`src/rtl/count_enable_ctrl.sv`:
```
// Run/stop and clear front end for the 4-bit counter: synchronizes and debounces two
// buttons, toggles a STOP/RUN state and emits a prescaled one-cycle enable tick.
module count_enable_ctrl #(
    parameter int PRESCALE = 10,
    parameter int DEBOUNCE = 4
) (
    input  logic clk,
    input  logic reset,
    input  logic btn_run,
    input  logic btn_clr,
    output logic enable,
    output logic clr,
    output logic running
);

    localparam int PW   = (PRESCALE > 1) ? $clog2(PRESCALE) : 1;
    localparam int NBTN = 2;
    localparam int BTN_RUN = 0;
    localparam int BTN_CLR = 1;

    localparam logic [PW-1:0] P_LAST = PW'(PRESCALE - 1);
    localparam logic [7:0]    D_LAST = 8'(DEBOUNCE - 1);

    typedef enum logic {
        ST_STOP = 1'b0,
        ST_RUN  = 1'b1
    } state_t;

    logic [NBTN-1:0] w_btn_raw;
    logic [NBTN-1:0] w_rise;

    assign w_btn_raw = {btn_clr, btn_run};

    // Per button: 2-flop synchronizer, then a counter that must see DEBOUNCE
    // consecutive disagreeing samples before the debounced level follows.
    generate
        for (genvar gi = 0; gi < NBTN; gi++) begin : g_btn
            logic       r_s1;
            logic       r_s2;
            logic       r_deb;
            logic [7:0] r_dcnt;
            logic       w_mismatch;
            logic       w_settled;

            assign w_mismatch = r_s2 ^ r_deb;
            assign w_settled  = w_mismatch && (r_dcnt == D_LAST);
            assign w_rise[gi] = w_settled && r_s2;

            always_ff @(posedge clk or negedge reset) begin
                if (!reset) begin
                    r_s1   <= 1'b0;
                    r_s2   <= 1'b0;
                    r_deb  <= 1'b0;
                    r_dcnt <= '0;
                end else begin
                    r_s1 <= w_btn_raw[gi];
                    r_s2 <= r_s1;
                    if (!w_mismatch) begin
                        r_dcnt <= '0;
                    end else if (w_settled) begin
                        r_deb  <= r_s2;
                        r_dcnt <= '0;
                    end else begin
                        r_dcnt <= r_dcnt + 8'd1;
                    end
                end
            end
        end
    endgenerate

    logic w_run_evt;
    logic w_clr_evt;

    assign w_run_evt = w_rise[BTN_RUN];
    assign w_clr_evt = w_rise[BTN_CLR];

    state_t r_state;
    state_t w_state_next;

    always_ff @(posedge clk or negedge reset) begin
        if (!reset) begin
            r_state <= ST_STOP;
        end else begin
            r_state <= w_state_next;
        end
    end

    always_comb begin
        w_state_next = r_state;
        if (w_run_evt) begin
            w_state_next = (r_state == ST_STOP) ? ST_RUN : ST_STOP;
        end
    end

    logic [PW-1:0] r_p;
    logic [PW-1:0] w_p_next;
    logic          r_enable;
    logic          w_enable_next;
    logic          r_clr;
    logic          r_running;
    logic          w_running_next;
    logic          w_toggle;
    logic          w_hold_zero;

    // A clear or a state change restarts the prescale period and suppresses
    // any tick that would have landed on the same edge.
    always_comb begin
        w_toggle       = (w_state_next != r_state);
        w_hold_zero    = (r_state == ST_STOP) || w_toggle || w_clr_evt;
        w_running_next = (w_state_next == ST_RUN);
        w_p_next       = '0;
        w_enable_next  = 1'b0;
        if (!w_hold_zero) begin
            if (r_p == P_LAST) begin
                w_p_next      = '0;
                w_enable_next = 1'b1;
            end else begin
                w_p_next      = r_p + PW'(1);
                w_enable_next = 1'b0;
            end
        end
    end

    always_ff @(posedge clk or negedge reset) begin
        if (!reset) begin
            r_p       <= '0;
            r_enable  <= 1'b0;
            r_clr     <= 1'b0;
            r_running <= 1'b0;
        end else begin
            r_p       <= w_p_next;
            r_enable  <= w_enable_next;
            r_clr     <= w_clr_evt;
            r_running <= w_running_next;
        end
    end

    assign enable  = r_enable;
    assign clr     = r_clr;
    assign running = r_running;

endmodule

```
`config.mk`:
```
export PLATFORM = sky130hd
export DESIGN_NAME = count_enable_ctrl
export DESIGN_NICKNAME = d
export VERILOG_FILES = /design/src/rtl/count_enable_ctrl.sv
export SDC_FILE = /design/constraint.sdc
export NUM_CORES = 1
export LEC_CHECK = 0
export BUFFER_PORTS_ARGS = -buffer_cell sky130_fd_sc_hd__buf_2
export CAP_MARGIN = 15
export CELL_PAD_IN_SITES_DETAIL_PLACEMENT = 1
export CELL_PAD_IN_SITES_GLOBAL_PLACEMENT = 2
export CORE_MARGIN = 3
export CORE_UTILIZATION = 36
export DETAILED_ROUTE_END_ITERATION = 10
export PLACE_DENSITY = 0.73
export SKIP_LAST_GASP = 1
export SYNTH_ARGS = -nofsm -noshare
export SYNTH_HDL_FRONTEND = slang
export SYNTH_SLANG_ARGS = --single-unit
```
`constraint.sdc`:
```
create_clock -name clk -period 1.8 [get_ports clk]
set_input_delay 0.18 -clock clk [delete_from_list [all_inputs] [get_ports clk]]
set_output_delay 0.18 -clock clk [all_outputs]
set_load 0.05 [all_outputs]
```
==> impl_results.md <==
- Netlist cell types: 27
- Chip height: 66.6 microns
- Synth warnings: 0
- Via count: 921
- Row Count: 21
- Num CTS Buffers: 5
- Top delay family on crit path: simple AND/OR/NAND/NOR gates
- Gr usage total: 13.8%
- Post-synthesis sequential area ratio: 54.9%
- CTS Root Cell: clkbuf_8
- Layout Nets: 145
- Vias in the first global route: 954
- Period utilization: 93.4%
- GP Congestion: 0.811
- Clock Skew: 0.00440 ns
- Worst VDD drop: 0.616 mV
- Crit end category: register
- RSZ-0062 raised after global routing: no
- Mean area per synthesized cell: 11.2 sq um
- Power per standard cell area: 1170 nW/um^2
- H-tree level count: 2
- Total Wirelength: 2.54 mm
- HP Class: in2reg
- Die area: 4440 sq um
- Initial antenna violation count: 0
- Outcome: completed
- Critical path required time: 1.94 ns
- Slew Limit Fails: 0
- Top Ports: 7
- Worst-path clk slew: 0.06 ns
- Via density: 5.03
- Ratio of cells with drive above 1 in the final layout: 19.0%
- Worst-path fanout max: 5
- Slew @ Worst Pin: 0.677 ns
- DR WL/cell: 13.9 microns
- Fin area: 1540 sq um
- Cell Area, Synth: 1320 sq um
- Bufs and invs on worst path: 0
- Drt first pass iters: 4
- Layout fillers: 398
- Fmax: 595 MHz
- CTS Sinks: 29
- Worst path depth: 6
- Crit path cell chain: or4_4, nor3_4, nand3b_1, ha_2, o31ai_4, nor3b_1
- Final setup violation count: 0
- Post-synth EDFFs: 0
- Port bufs: 6
- DRT antenna net count: 0
- Die W: 66.6 microns
- Worst Path Arrival: 1.82 ns
- Worst reg-to-reg path cell count: 6
- Synth-to-Final Area Change: 16.3%
- Mapped Cells: 118
- Slew HR: 54.9%
- Critical path's slowest cell: or4_4
- Critical path class: reg2reg
- Core ar.: 3440 sq um
- Ys async rst share: 100%
- Crit-path max cell delay: 0.56 ns
- Total of max-cap violations: 0
- Pin count of the biggest net entering global routing: 30
- Multi-input combinational cell area: 574 sq um
- # diodes: 0
- Longest Clk Path Bufs: 2
- Hold_ws: 0.0138 ns
- HPWL after DPL: 1.82 mm
- Grt total ovfl: 0
- Initial Util: 38.4%
- Dpl cell area: 1440 sq um
- Seq cells post-synth: 29
- Commonest non-fill, non-tap cells in the layout: dfrtp_1 (29), nor2_1 (11), a21oi_1 (9), nand3_1 (9), or3_1 (7)
- Syn_nets: 127
- Hold Path Cell Cnt: 1
- Register area: 726 sq um
- Setup TNS: 0 ns
- Top FF cell, synth: dfrtp_1
- Worst R2R Setup Slack: 0.12 ns
- DRC violations left: 0
- Commonest non-fill, non-tap cell in the layout: dfrtp_1
- Crit path time final: 1.68 ns
- Leak: 0.678 nW
- Final Hold Viols: 0
- Crit start category: register
- First-pass GRT wire length: 4.50 mm
- Worst-Skew Late Latency: 0.27 ns
- TritonCTS clock tree: done
- DR iter-0 viols: 45
==> cells in the mapped netlist (2+ instances only) <==
library cell	instances	area share, %
o31ai_4	2	3.2
ha_1	5	4.7
nor3b_1	2	1.1
or3_1	7	3.3
xor2_1	6	4.0
nand3b_1	2	1.1
nand2_1	5	1.4
nand4_1	2	0.95
xnor2_1	2	1.3
dfrtp_1	29	55
nand3_1	9	3.4
nor2_1	11	3.1
nand2b_1	4	1.9
a21oi_1	9	3.4
o21ai_0	6	2.3
inv_1	6	1.7
==> per-stage QoR <==
step | instances | worst slack [ns] | util (%) | power, mW
2_1_floorplan | 118 | 0.0646 | - | 1.18
3_3_place_gp | 173 | 0.0717 | 41.7 | 1.29
3_5_place_dp | 173 | 0.0323 | 41.7 | 1.32
4_1_cts | 182 | 0.0164 | 44.3 | 1.83
5_1_grt | 183 | 0.0296 | 44.7 | 1.94
6_report | 183 | 0.119 | 44.7 | 1.81
==> report_power, final <==
group | internal [mW] | switching, mW
sequential | 0.750 | 0.0862
combinational | 0.192 | 0.280
clock | 0.274 | 0.223
total | 1.22 | 0.589
==> state kept, by name (all words and copies together) (netlist names) <==
register and cells:
g_btn.r_dcnt 16, r_p 4, g_btn.r_deb 2, g_btn.r_s1 2, g_btn.r_s2 2, clr 1
enable 1, running 1
==> per-layer routing <==
layer	global-route usage, %	up-vias	wire length [microns]
li1	-	448	-
met2	21.9	10	1190
met3	4.22	5	88
met5	0	-	0
met4	6.09	0	33
met1	17.1	458	1230
==> worst reg2reg max path: cells and delay by family, from the launching register on <==
family / cells / cell delay [ns]
AO/OA/AOI/OAI: 1 / 0.08
adder cells (fa/ha/maj): 1 / 0.20
flip-flops: 1 / 0.38
AND/OR/NAND/NOR: 4 / 0.91
==> what timing repair did <==
action                     CTS  global route
buffers inserted             0             1
hold endpoints to repair    29             0
hold buffers                 1             0
resized for setup            0             2
setup endpoints to repair    0             5
==> area by class of cell <==
class,count,share of cell area (%)
Timing Repair Buffer,12,5.04
Clock buffer,8,5.21
Tap cell,46,3.74
Sequential cell,29,47.2
Inverter,6,1.46
Multi-Input combinational cell,82,37.3
==> kinds of logic (layout without fill, tap and decap cells) <==
family | after synthesis | count (layout) | share of synthesized area, %
multiplexers | 2 | 2 | 1.70
AND/OR/NAND/NOR | 47 | 47 | 20.3
adder cells (fa/ha/maj) | 5 | 5 | 4.73
flip-flops | 29 | 29 | 54.9
AO/OA/AOI/OAI | 20 | 20 | 11.0
buffers and inverters | 7 | 26 | 2.08
XOR/XNOR | 8 | 8 | 5.30
==> final timing paths <==
path                                    start                 end
max                        g_btn[0].r_dcnt[4]              r_p[0]
min reg2reg                     g_btn[1].r_s1       g_btn[1].r_s2
max in group asynchronous               reset  g_btn[1].r_dcnt[0]
min in group asynchronous               reset              r_p[0]
max reg2reg                g_btn[0].r_dcnt[4]              r_p[0]
min                                   btn_clr       g_btn[1].r_s1
Power figures use the tool's default switching activity.
